$ cat src/rtl/i2s_pkg.sv
// Shared types and default sizes for the I2S deserializer.
package i2s_pkg;

  localparam int SAMPLE_W_DEF    = 14;
  localparam int MAX_BITS_DEF    = 32;
  localparam int LOSS_CYCLES_DEF = 1024;

  typedef enum logic {
    CH_LEFT  = 1'b0,
    CH_RIGHT = 1'b1
  } channel_t;

  typedef enum logic [1:0] {
    ST_IDLE = 2'd0,
    ST_SEEK = 2'd1,
    ST_RUN  = 2'd2
  } align_state_t;

endpackage

$ cat src/rtl/i2s_sync_edge.sv
// Two-flop synchroniser plus history flop; gives the synced level and a
// one-cycle rising-edge pulse, all with the same delay.
module i2s_sync_edge (
  input  logic clk,
  input  logic rst,
  input  logic async_in,
  output logic level,
  output logic rise
);

  logic stage1;
  logic stage2;
  logic hist;

  always_ff @(posedge clk) begin
    if (rst) begin
      stage1 <= 1'b0;
      stage2 <= 1'b0;
      hist   <= 1'b0;
    end else begin
      stage1 <= async_in;
      stage2 <= stage1;
      hist   <= stage2;
    end
  end

  assign level = stage2;
  assign rise  = stage2 & ~hist;

endmodule

$ cat src/rtl/i2s_deserializer.sv
// I2S receiver: oversamples BCK/WS/DATA, deserialises MSB-first words into
// left-aligned stereo pairs with a one-cycle valid strobe.
// Optional stream-loss watchdog enabled with `define I2S_LOSS_DETECT_EN.
//
// state   | meaning
// --------+-------------------------------------------------------------
// ST_IDLE | no BCK edge seen since reset/loss; le_prev not yet meaningful
// ST_SEEK | waiting for the first WS transition; words are discarded
// ST_RUN  | aligned; every WS transition closes a word for output
module i2s_deserializer
  import i2s_pkg::*;
#(
  parameter int SAMPLE_W    = SAMPLE_W_DEF,
  parameter int MAX_BITS    = MAX_BITS_DEF,
  parameter int LOSS_CYCLES = LOSS_CYCLES_DEF
) (
  input  logic                in_clk,
  input  logic                in_rst,
  input  logic                in_bck,
  input  logic                in_le,
  input  logic                in_data,
  output logic [SAMPLE_W-1:0] out_left,
  output logic [SAMPLE_W-1:0] out_right,
  output logic                out_valid,
  output logic                out_lost
);

  localparam int CNT_W = $clog2(MAX_BITS + 1);

  logic bck_rise;
  logic le_s;
  logic data_s;
  logic unused_bck_level;
  logic unused_le_rise;
  logic unused_data_rise;

  i2s_sync_edge u_sync_bck (
    .clk      (in_clk),
    .rst      (in_rst),
    .async_in (in_bck),
    .level    (unused_bck_level),
    .rise     (bck_rise)
  );

  i2s_sync_edge u_sync_le (
    .clk      (in_clk),
    .rst      (in_rst),
    .async_in (in_le),
    .level    (le_s),
    .rise     (unused_le_rise)
  );

  i2s_sync_edge u_sync_data (
    .clk      (in_clk),
    .rst      (in_rst),
    .async_in (in_data),
    .level    (data_s),
    .rise     (unused_data_rise)
  );

  align_state_t        state;
  align_state_t        state_next;
  logic                le_prev;
  logic                ws_change;
  logic                close_en;
  logic                drop_align;
  logic [CNT_W-1:0]    bit_cnt;
  logic [SAMPLE_W-1:0] word_reg;
  logic [SAMPLE_W-1:0] word_cur;
  logic [SAMPLE_W-1:0] close_word;
  logic [SAMPLE_W-1:0] left_hold;
  logic                close_vld;
  channel_t            close_ch;
  logic                left_ok;

  assign ws_change = (le_s != le_prev);

  always_ff @(posedge in_clk) begin
    if (in_rst) state <= ST_IDLE;
    else        state <= state_next;
  end

  always_comb begin
    state_next = state;
    case (state)
      ST_IDLE: if (bck_rise) state_next = ST_SEEK;
      ST_SEEK: if (bck_rise && ws_change) state_next = ST_RUN;
      ST_RUN:  state_next = ST_RUN;
      default: state_next = ST_IDLE;
    endcase
    if (drop_align) state_next = ST_IDLE;
  end

  always_comb begin
    close_en = (state == ST_RUN) && bck_rise && ws_change;
  end

  // Word including the bit on the current edge; a fresh word starts from zero
  // so short words come out zero-padded.
  always_comb begin
    word_cur = (bit_cnt == '0) ? '0 : word_reg;
    for (int i = 0; i < SAMPLE_W; i++) begin
      if (bit_cnt == CNT_W'(i)) word_cur[SAMPLE_W-1-i] = data_s;
    end
  end

  always_ff @(posedge in_clk) begin
    if (in_rst) begin
      le_prev    <= 1'b0;
      bit_cnt    <= '0;
      word_reg   <= '0;
      close_vld  <= 1'b0;
      close_ch   <= CH_LEFT;
      close_word <= '0;
      left_hold  <= '0;
      left_ok    <= 1'b0;
      out_left   <= '0;
      out_right  <= '0;
      out_valid  <= 1'b0;
    end else begin
      close_vld <= close_en;
      out_valid <= 1'b0;
      if (bck_rise) begin
        le_prev <= le_s;
        if (ws_change) begin
          bit_cnt    <= '0;
          close_ch   <= channel_t'(le_prev);
          close_word <= word_cur;
        end else begin
          word_reg <= word_cur;
          if (bit_cnt != CNT_W'(MAX_BITS)) bit_cnt <= bit_cnt + CNT_W'(1);
        end
      end
      if (close_vld) begin
        if (close_ch == CH_LEFT) begin
          left_hold <= close_word;
          left_ok   <= 1'b1;
        end else if (left_ok) begin
          out_left  <= left_hold;
          out_right <= close_word;
          out_valid <= 1'b1;
          left_ok   <= 1'b0;
        end
      end
      // Loss mutes the outputs and discards any half-built pair.
      if (drop_align) begin
        out_left  <= '0;
        out_right <= '0;
        out_valid <= 1'b0;
        left_ok   <= 1'b0;
        close_vld <= 1'b0;
      end
    end
  end

`ifdef I2S_LOSS_DETECT_EN
  localparam int WD_W = $clog2(LOSS_CYCLES + 1);

  logic [WD_W-1:0] wd_cnt;

  always_ff @(posedge in_clk) begin
    if (in_rst) begin
      wd_cnt   <= '0;
      out_lost <= 1'b0;
    end else if (bck_rise) begin
      wd_cnt   <= '0;
      out_lost <= 1'b0;
    end else if (wd_cnt != WD_W'(LOSS_CYCLES)) begin
      wd_cnt <= wd_cnt + WD_W'(1);
      if (wd_cnt == WD_W'(LOSS_CYCLES - 1)) out_lost <= 1'b1;
    end
  end

  assign drop_align = out_lost;
`else
  assign out_lost   = 1'b0;
  assign drop_align = 1'b0;
`endif

endmodule

$ cat config.mk
export PLATFORM = sky130hd
export DESIGN_NAME = i2s_deserializer
export DESIGN_NICKNAME = d
export VERILOG_FILES = /design/src/rtl/i2s_pkg.sv /design/src/rtl/i2s_sync_edge.sv /design/src/rtl/i2s_deserializer.sv
export SDC_FILE = /design/constraint.sdc
export NUM_CORES = 1
export LEC_CHECK = 0
export BUFFER_PORTS_ARGS = -buffer_cell sky130_fd_sc_hd__buf_4
export CAP_MARGIN = 40
export CORE_ASPECT_RATIO = 1.75
export CORE_MARGIN = 4
export CORE_UTILIZATION = 35
export CTS_CLUSTER_DIAMETER = 120
export DETAILED_ROUTE_END_ITERATION = 12
export HOLD_SLACK_MARGIN = 0.05
export PLACE_DENSITY = 0.52
export SKIP_CTS_REPAIR_TIMING = 1
export SLEW_MARGIN = 10
export SYNTH_ARGS = -nofsm -noshare
export SYNTH_HDL_FRONTEND = slang
export SYNTH_SLANG_ARGS = --single-unit
export TNS_END_PERCENT = 1
$ cat constraint.sdc
create_clock -name in_clk -period 2.16 [get_ports in_clk]
set_clock_uncertainty 0.15 [all_clocks]
set_input_delay 0.432 -clock in_clk [delete_from_list [all_inputs] [get_ports in_clk]]
set_output_delay 0.432 -clock in_clk [all_outputs]
set_load 0.02 [all_outputs]
### Word level (Yosys, flattened, before mapping)

Cells that the tools add are included.

* register bits after elaboration: 90
* input port bits: 5
* output and inout bits: 30
* logic and storage cells: 79

* $add $sub $neg: 1
* eq/ne operators: 19
* multiplexer cells: 22
* bitwise logic cells: 5
* reduce and logical (&&, ||, !) cells: 13

Operators by type and width (number)
* equality test 6 x 4 -> 1 bit, second input constant: 6
* equality test 6 x 3 -> 1 bit, second input constant: 4
* 2-to-1 mux 1 bit: 16
* 2-to-1 mux 14 bit: 1
* equality test 6 x 2 -> 1 bit, second input constant: 2
* 2-to-1 mux 6 bit: 2
* AND reduction 2 bit: 5
* adder 6 x 1 -> 6 bit, second input constant: 1
* equality test 6 x 1 -> 1 bit, second input constant: 1
* logical NOT 6 bit: 1
* inequality test 6 bit, second input constant: 1
* case mux 2 bit (3 select lines): 1
* 2-to-1 mux 2 bit: 2
* inequality test 2 bit, second input constant: 2
* NOT 1 bit: 4
* logical AND 1 bit: 3
* AND reduction 3 bit: 1
* OR reduction 3 bit: 1
* equality test 2 x 1 -> 1 bit, second input constant: 1
* equality test 2 bit, second input constant: 1
* logical NOT 2 bit: 1
* nonzero test 2 bit: 1
* bitwise AND 1 bit: 1
* inequality test 1 bit: 1

### Logic depth before layout (Yosys ltp)

Gate-level depths: netlist of run 1.

* depth after elaboration: 5
* mapped depth: 7
* depth with buffers taken out: 6

### Modules after synthesis

From an unflattened synthesis of run 1, not the netlist that was laid out.

* cell total of the unflattened synthesis: 448
* area total of the unflattened synthesis: 3739.8 um^2

Modules (own cells, without submodules)
* i2s_deserializer: times used 1, cells an instance 427, area an instance 3477.1 um^2, seq. area each 1661.6 um^2
* i2s_sync_edge: times used 3, cells an instance 7, area an instance 87.6 um^2, seq. area each 60.1 um^2

### Worst setup path after synthesis of run 1

OpenSTA, ideal clock, no wires.

* path type: register to register
* from: register bit_cnt[0]
* to: register word_reg[9]
* library setup time: 128 ps
* data arrival time: 1595 ps
* required time: 1882 ps
* slack: 288 ps
* cell stages (with the launch flop): 8
* buffers on the path: 1
* clock period less this slack: 1872 ps
* cells stage by stage: dfxtp_1 -> inv_1 -> ha_1 -> or3b_1 -> clkbuf_1 -> nor4_1 -> mux2i_1 -> nor2_1

* longest elaborated chain between the ends: 3
* elaborated cells on any way between the ends: 4
* those cells by class: eq/ne (1); mux (2); reduce/logical (1)

RTL lines
* start, declared: RTL line i2s_deserializer.sv:67 `logic [CNT_W-1:0] bit_cnt;`
* start signal, assigned: RTL line i2s_deserializer.sv:131 `if (bit_cnt != CNT_W'(MAX_BITS)) bit_cnt <= bit_cnt + CNT_W'(1);`
* logical NOT 6 bit: RTL line i2s_deserializer.sv:101 `word_cur = (bit_cnt == '0) ? '0 : word_reg;`
* 2-to-1 mux 14 bit: RTL line i2s_deserializer.sv:101
* 2-to-1 mux 1 bit *: RTL line i2s_deserializer.sv:103 `if (bit_cnt == CNT_W'(i)) word_cur[SAMPLE_W-1-i] = data_s;`
* end signal, assigned: RTL line i2s_deserializer.sv:130 `word_reg <= word_cur;`
* end, declared: RTL line i2s_deserializer.sv:68 `logic [SAMPLE_W-1:0] word_reg;`

Every way passes the cells marked *; elsewhere a longest branch is shown, timed or not.
A chain may end at the register's enable or synchronous reset.

### Final worst setup path of run 1

* from: register bit_cnt[1]
* to: register word_reg[12]

Same word-level chain as after synthesis.

==> results.ini, run 1 <==
[run_status]
outcome=completed

[clocking]
cts_buffers=9
h-tree-depth=3
clockRootBuffer=clkbuf_16
path_clk_slew_ns=0.06
cts_tree=yes
insertion_delay_ns=0.34
clock_tree.buffer_depth=2
cts_num_sinks=90

[die]
die_area_mm2=0.01234
die_w_um=85.72
core_area_mm2=0.01030
start_util_pct=35.92
rows=49
ios=35
die_h_um=144.0

[finish]
multi_input_area_mm2=0.001742
num-fill-cells=1088
finish.net_count=490
final_common_cell=nand2_1
regArea_mm2=0.001802
area_growth_pct=17.96
drive_above_1_share_pct=14.29
mostFrequentLayoutCells=106 x nand2_1, 90 x dfxtp_1, 56 x a21oi_1
antenna_cells=0

[route]
drtPass1Iterations=4
dr.first_iter.drc_count=171
drc=0
vias=3072
vias_per_cell=5.036
routed_wl_um=8419
wl_per_cell_um=13.80
postRouteAntennaNets=0

[global_route]
grt_usage_pct=14.51
gr-total-overflow=0
grt_first_pass_wirelength_um=14250
grt_max_degree=68
grt_pass1_vias=2948
antenna_found_initial=0

[sta]
setup_ws_ns=0.2511
worst_hold_slack_ns=0.1479
fmax_ghz=0.5239
tightest_slew_ns=0.5885
slew_viol_final=0
slew-limit-headroom_pct=60.77
period_needed_ns=1.909
rsz0062_at_grt=false
setup_tns_ns=0
hold_violations=0
min_period_over_period_pct=88.38
finalSetupViolCount=0

[power_and_ir_drop]
netSwitchingFraction_pct=23.38
power-per-cell-area_mw_per_mm2=748.0
seqPwrFrac_pct=51.6
p_int_uw=2501
irDropWorstVdd_mv=0.4123
leakage_uw=0.001522
p_comb_share_pct=3.7
p_total_uw=3265
p_switching_uw=763.3
pwr-share-clk_pct=44.7

[synthesis]
ys_seq_area_share_pct=48.70
syn_inst=455
dominantRegCellSynth=dfxtp_1
synth_seq_cells=90
ys_types=42
syn-num-nets=467
syn-cell-area_mm2=0.003700
ys.warnings.count=0
synth_edf_count=0
async_flop_share_pct=0
avgSynthCellArea_um2=8.131

[setup_path]
start_kind=flop
path_depth=6
cp_cell_sequence=inv_1, ha_1, nand4bb_1, or2_2, or2_0, a31oi_1
critPathRequiredTime_ns=2.28
slowest_delay_ns=0.36
path_buf_inv=1
r2r_cells=6
worstPathArrival_ns=2.03
path_class=flop to flop
crit_path_max_fanout=6
cpLargestDelayFamily=simple AND/OR/NAND/NOR gates
cp-end-kind=flop
cp_slowest_cell=dfxtp_1

[run]
max_cap_violations=0

[placed_design]
dp_slack_ns=0.2584
place_congestion=0.8818
place_hpwl_um=5993
portBuffers=33

[hold_path]
min_path_cells=2
hp-class=primary input to flop

## synth_stat cells, types with 5 or more instances
cell type    n  area [um^2]
o21ai_0     17        85.08
nor4_1       5        31.28
dfxtp_1     90         1802
nor2_1      43        161.4
nor2b_1     10        62.56
a31oi_1     11        68.82
a211oi_1    10        75.07
ha_1         7        87.58
buf_2        7        35.03
nand2_1    106        397.9
clkbuf_1    22        82.58
mux2i_1     12        120.1
a311oi_1     6        52.55
a21oi_1     56        280.3
## worst register-to-register path, cell delays in order (launching register included)
cell and delay [ns]:
dfxtp_1 0.36, inv_1 0.11, ha_1 0.30, nand4bb_1 0.21
or2_2 0.33, or2_0 0.20, a31oi_1 0.17
## power groups by stage
stage,sequential [uW],clock [uW],combinational [uW]
global placement,1720,0,122
CTS,1680,1500,122
global route,1680,1570,136
detailed placement,1720,0,122
finish,1680,1460,121
floorplan,1720,0,89.3
## routing by layer
layer  wire (um)  global-route usage (%)  up-vias
li1            -                       -     1587
met1        3492                   15.91     1418
met2        4406                   26.31       49
met3         295                   3.478       18
met4         226                   6.255        0
met5           0                       0        -
## final timing paths
kind | start | endpoint | slack [ns]
worst min-delay path | in_bck | u_sync_bck.stage1$_SDFF_PP0_ | 0.15
worst max-delay path | bit_cnt[1]$_SDFFE_PP0P_ | word_reg[12]$_SDFFE_PP0P_ | 0.25
worst max register to register | bit_cnt[1]$_SDFFE_PP0P_ | word_reg[12]$_SDFFE_PP0P_ | 0.25
worst min register to register | u_sync_bck.stage1$_SDFF_PP0_ | u_sync_bck.level$_SDFF_PP0_ | 0.29
## kinds of logic after synthesis
kind of cell             share of synthesized area, %
adder cells (fa/ha/maj)                         2.367
XOR/XNOR                                       0.6765
buffers and inverters                           4.227
AND/OR/NAND/NOR                                 24.11
AO/OA/AOI/OAI                                   16.57
flip-flops                                      48.70
multiplexers                                    3.247
other                                          0.1014
## per-stage QoR
stage | util (%) | instances | area, um^2
after floorplan | - | 455 | 3700
after global routing | 42.37 | 610 | 4364
after global placement | 39.69 | 594 | 4088
after CTS | 42.37 | 610 | 4364
final | 42.37 | 610 | 4364
after detailed placement | 39.69 | 594 | 4088
## cell type report
type,count,share of cell area (%)
clock buffer,9,5.161
clock inverter,7,1.175
inverter,4,0.3440
multi-input combinational,327,39.91
sequential,90,41.28
tap,127,3.641
timing repair buffer,46,8.486
Power figures use the tool's default switching activity.
==> inputs of run 2 (changes only) <==
--- a/config.mk
+++ b/config.mk
@@ -10,3 +10,2 @@
 export CORE_ASPECT_RATIO = 1.75
-export CORE_MARGIN = 4
 export CORE_UTILIZATION = 35
==> constraint.sdc (replaced) <==
create_clock -name in_clk -period 2.16 [get_ports in_clk]
set_clock_uncertainty 0.15 [all_clocks]
set_input_delay 0.108 -clock in_clk [delete_from_list [all_inputs] [get_ports in_clk]]
set_output_delay 0.108 -clock in_clk [all_outputs]
set_load 0.02 [all_outputs]
==> results.ini, run 2 (same netlist as run 1, synthesis figures left out) <==
[route]
postRouteAntennaNets=0  ; unchanged
wl_per_cell_um=13.75  ; -0.39%
routed_wl_um=8469  ; +0.59%
vias_per_cell=5.125  ; +1.8%
drc=0  ; unchanged
dr.first_iter.drc_count=128  ; -25%
vias=3157  ; +2.8%
drtPass1Iterations=5  ; +1

[clocking]
path_clk_slew_ns=0.07  ; about the same
insertion_delay_ns=0.34  ; about the same
clockRootBuffer=clkbuf_16
clock_tree.buffer_depth=2  ; unchanged
cts_tree=yes
cts_num_sinks=90  ; unchanged
h-tree-depth=3  ; unchanged
cts_buffers=9  ; unchanged

[setup_path]
path_depth=7  ; +1
cp_cell_sequence=inv_1, ha_1, buf_4, nor3b_1, o21ai_0, a32oi_1, a211oi_1
worstPathArrival_ns=2.00  ; -0.03 ns
critPathRequiredTime_ns=2.21  ; -0.07 ns
cp-end-kind=flop
cp_slowest_cell=dfxtp_1
slowest_delay_ns=0.37  ; about the same
start_kind=flop
crit_path_max_fanout=13  ; +7
r2r_cells=7  ; +1
cpLargestDelayFamily=compound AO/OA/AOI/OAI gates
path_class=flop to flop
path_buf_inv=2  ; +1

[sta]
period_needed_ns=1.949  ; +0.04045 ns
worst_hold_slack_ns=0.05147  ; -0.09646 ns
setup_tns_ns=0  ; unchanged
slew_viol_final=0  ; unchanged
finalSetupViolCount=0  ; unchanged
min_period_over_period_pct=90.25  ; +1.9 points
hold_violations=0  ; unchanged
tightest_slew_ns=0.5412  ; -0.04730 ns
slew-limit-headroom_pct=63.92  ; +3.2 points
rsz0062_at_grt=false
fmax_ghz=0.5130  ; -2.1%

[placed_design]
dpl.cell_count=597  ; +0.51%
place_congestion=0.8595  ; -2.5%
place_hpwl_um=5976  ; -0.27%
placed_area_mm2=0.004110  ; +0.55%
portBuffers=33  ; unchanged

[run_status]
outcome=completed

[hold_path]
min_path_cells=2  ; unchanged
hp-class=primary input to flop

[finish]
stdcell_area_mm2=0.004478  ; +2.6%
antenna_cells=0  ; unchanged
drive_above_1_share_pct=14.72  ; +0.44 points
regArea_mm2=0.001802  ; unchanged
multi_input_area_mm2=0.001742  ; unchanged
area_growth_pct=21.03
finish.net_count=496  ; +1.2%
final_common_cell=nand2_1
num-fill-cells=1079  ; -0.83%
stdcell_count=616  ; +0.98%
mostFrequentLayoutCells=106 x nand2_1, 90 x dfxtp_1, 56 x a21oi_1

[die]
die_h_um=138.0  ; -4.2%
die_w_um=79.72  ; -7.0%
die_area_mm2=0.01100  ; -11%
core_area_mm2=0.01030  ; unchanged
start_util_pct=35.92  ; unchanged
rows=49  ; unchanged
ios=35  ; unchanged

[power_and_ir_drop]
seqPwrFrac_pct=47.4  ; -4.2 points
netSwitchingFraction_pct=20.98  ; -2.4 points
p_comb_share_pct=3.6  ; about the same
p_switching_uw=745.1  ; -2.4%
irDropWorstVdd_mv=0.4890  ; +19%
leakage_uw=0.001584  ; +4.1%
power-per-cell-area_mw_per_mm2=793.0  ; +6.0%
pwr-share-clk_pct=49.0  ; +4.3 points
p_int_uw=2806  ; +12%

[run]
max_cap_violations=0  ; unchanged

[global_route]
grt_usage_pct=16.64  ; +2.1 points
antenna_found_initial=0  ; unchanged
grt_max_degree=53  ; -22%
grt_first_pass_wirelength_um=14210  ; -0.24%
gr-total-overflow=0  ; unchanged
grt_pass1_vias=2936  ; -0.41%

-- run 2: cell type report --
type | count | area share [%]
tap | 127 | 3.548
sequential | 90 | 40.23
clock buffer | 11 | 5.644
clock inverter | 5 | 1.900
inverter | 4 | 0.3353
multi-input combinational | 327 | 38.89
timing repair buffer | 52 | 9.444
-- run 2: per-layer routing --
layer	part of all wire, %	up-vias	track usage (%)
met4	2.1	0	7.943
li1	-	1605	-
met1	42	1480	18.10
met5	0	-	0
met2	53	57	29.55
met3	2.8	15	3.696
-- run 2: power by group through the flow --
| stage | logic [uW] | clock network, uW | registers (uW) |
|---|---|---|---|
| after floorplan | 89.3 | 0 | 1720 |
| after global placement | 123 | 0 | 1720 |
| after detailed placement | 125 | 0 | 1720 |
| after CTS | 125 | 1780 | 1680 |
| after global routing | 141 | 1860 | 1680 |
| final | 129 | 1740 | 1680 |
-- run 2: final timing paths --
check / start / to / slack (ns)
worst max-delay path: bit_cnt[0]$_SDFFE_PP0P_ / close_word[1]$_SDFFE_PP0P_ / 0.21
worst min-delay path: in_rst / out_left[10]$_SDFFE_PP0P_ / 0.05
worst max register to register: bit_cnt[0]$_SDFFE_PP0P_ / close_word[1]$_SDFFE_PP0P_ / 0.21
worst min register to register: u_sync_le.stage1$_SDFF_PP0_ / u_sync_le.level$_SDFF_PP0_ / 0.29
-- run 2: worst reg2reg max path, delay by kind of cell, from the launching register on --
family,cells,cell delay [ns]
simple gates,1,0.38
flops,1,0.37
fa+ha+maj,1,0.16
compound gates,3,0.46
buf+inv,2,0.30
-- run 2: metrics by stage --
step | setup slack [ns] | util [%] | power (uW)
floorplan | 0.2876 | - | 1806
global route | 0.1147 | 43.48 | 3682
finish | 0.2106 | 43.48 | 3551
CTS | 0.2182 | 43.19 | 3593
global placement | 0.2976 | 39.91 | 1844
detailed placement | 0.2340 | 39.91 | 1846
==> inputs of run 3 (changes only) <==
PLACE_DENSITY = default   (was 0.52)
PLACE_DENSITY_LB_ADDON = 0.25   (was default)
clock period = 2.45 ns   (was 2.16 ns; I/O delays follow)
==> results.ini, run 3 (same netlist as run 1, synthesis figures left out) <==
[clocking]
path_clk_slew_ns=0.06  ; about the same
cts_num_sinks=90  ; unchanged
cts_buffers=9  ; unchanged
clock_tree.buffer_depth=2  ; unchanged
h-tree-depth=3  ; unchanged
clockRootBuffer=clkbuf_16
cts_tree=yes
insertion_delay_ns=0.34  ; about the same

[hold_path]
hp-class=primary input to flop

[power_and_ir_drop]
seqPwrFrac_pct=51.3  ; +3.9 points
power-per-cell-area_mw_per_mm2=660.2  ; -17%
p_switching_uw=599.9  ; -19%
irDropWorstVdd_mv=0.4347  ; -11%
p_comb_share_pct=3.8  ; +0.2 points
p_int_uw=2294  ; -18%
pwr-share-clk_pct=44.9  ; -4.1 points
leakage_uw=0.001530  ; -3.4%
netSwitchingFraction_pct=20.73  ; -0.25 points

[sta]
slew_viol_final=0  ; unchanged
slew-limit-headroom_pct=56.95  ; -7.0 points
finalSetupViolCount=0  ; unchanged
hold_violations=0  ; unchanged
period_needed_ns=2.003  ; +0.05409 ns
fmax_ghz=0.4991  ; -2.7%
rsz0062_at_grt=false
min_period_over_period_pct=81.77  ; -8.5 points
tightest_slew_ns=0.6433  ; +0.1022 ns
setup_tns_ns=0  ; unchanged

[global_route]
grt_pass1_vias=2848  ; -3.0%
grt_first_pass_wirelength_um=13340  ; -6.1%
grt_usage_pct=15.45  ; -1.2 points
antenna_found_initial=0  ; unchanged
gr-total-overflow=0  ; unchanged
grt_max_degree=58  ; +9.4%

[route]
dr.first_iter.drc_count=84  ; -34%
drtPass1Iterations=4  ; -1
postRouteAntennaNets=0  ; unchanged
vias_per_cell=5.065  ; -1.2%
wl_per_cell_um=13.12  ; -4.6%
vias=3095  ; -2.0%
drc=0  ; unchanged
routed_wl_um=8014  ; -5.4%

[die]
ios=35  ; unchanged
start_util_pct=35.92  ; unchanged
die_w_um=79.72  ; unchanged
core_area_mm2=0.01030  ; unchanged
rows=49  ; unchanged
die_h_um=138.0  ; unchanged
die_area_mm2=0.01100  ; unchanged

[finish]
multi_input_area_mm2=0.001742  ; unchanged
drive_above_1_share_pct=13.22  ; -1.5 points
num-fill-cells=1078  ; -0.093%
stdcell_area_mm2=0.004383  ; -2.1%
final_common_cell=nand2_1
regArea_mm2=0.001802  ; unchanged
mostFrequentLayoutCells=106 x nand2_1, 90 x dfxtp_1, 56 x a21oi_1
antenna_cells=0  ; unchanged
finish.net_count=493  ; -0.60%
area_growth_pct=18.46

[setup_path]
crit_path_max_fanout=13  ; unchanged
cp-end-kind=flop
worstPathArrival_ns=2.06  ; +0.06 ns
start_kind=flop
critPathRequiredTime_ns=2.51  ; +0.30 ns
path_class=flop to flop

[placed_design]
place_congestion=0.8913  ; +3.7%
portBuffers=33  ; unchanged
place_hpwl_um=5647  ; -5.5%
placed_area_mm2=0.004068  ; -1.0%

[run_status]
outcome=completed

[run]
max_cap_violations=0  ; unchanged

==> run 3: cell count changes in the layout (fill, tap and decap cells not counted), sizes merged <==
cell / delta
buf: -4
clkinv: -1
bufinv: -1
dlygate4sd3: +1
clkinvlp: +1
inv: -1
==> run 3: final timing paths <==
path,startpoint,slack [ns],cells past startpoint,endpoint
setup reg to reg,bit_cnt[0]$_SDFFE_PP0P_,0.45,7,close_word[1]$_SDFFE_PP0P_
hold reg to reg,u_sync_data.stage1$_SDFF_PP0_,0.28,1,u_sync_data.level$_SDFF_PP0_
hold / removal,in_rst,0.04,2,u_sync_le.stage1$_SDFF_PP0_
setup / recovery,bit_cnt[0]$_SDFFE_PP0P_,0.45,7,close_word[1]$_SDFFE_PP0P_
==> run 3: layout make-up <==
cell class	count	area share (%)
sequential	90	41.11
timing repair buffer	49	8.907
tap	127	3.625
inverter	4	0.3426
multi-input combinational	327	39.74
clock inverter	3	0.9706
clock buffer	11	5.310
==> run 3: critical path: stages, from the launching register on <==
cell	delay, ns
dfxtp_1	0.37
inv_1	0.12
ha_1	0.16
buf_4	0.19
nor3b_1	0.42
o21ai_0	0.16
a32oi_1	0.21
a211oi_1	0.10
==> run 3: power groups by stage <==
stage	Clock (uW)	Sequential, uW	Combinational (uW)
final	1300	1480	110
after global routing	1400	1490	121
after CTS	1340	1480	106
after detailed placement	0	1520	105
after global placement	0	1520	99.6
after floorplan	0	1510	78.7
==> run 3: metrics by stage <==
step                cells  hold WS [ns]  worst slack (ns)  total power [uW]  utilization, %
floorplan             455        0.1007            0.5776              1592               -
global placement      592        0.1862            0.5544              1617           39.30
detailed placement    593        0.1885            0.5082              1622           39.49
CTS                   607       -0.1684            0.4806              2926           42.16
global route          611       0.05267            0.3362              3010           42.55
finish                611       0.04010            0.4466              2894           42.55
==> run 3: per-layer routing <==
| metal | global-route usage (%) | routed length, um | share of wire (%) | up-vias |
|---|---|---|---|---|
| met1 | 16.61 | 3312 | 41 | 1422 |
| li1 | - | - | - | 1599 |
| met4 | 11.67 | 262 | 3.3 | 0 |
| met3 | 2.574 | 228 | 2.8 | 16 |
| met2 | 26.18 | 4209 | 53 | 58 |
| met5 | 0 | 0 | 0 | - |
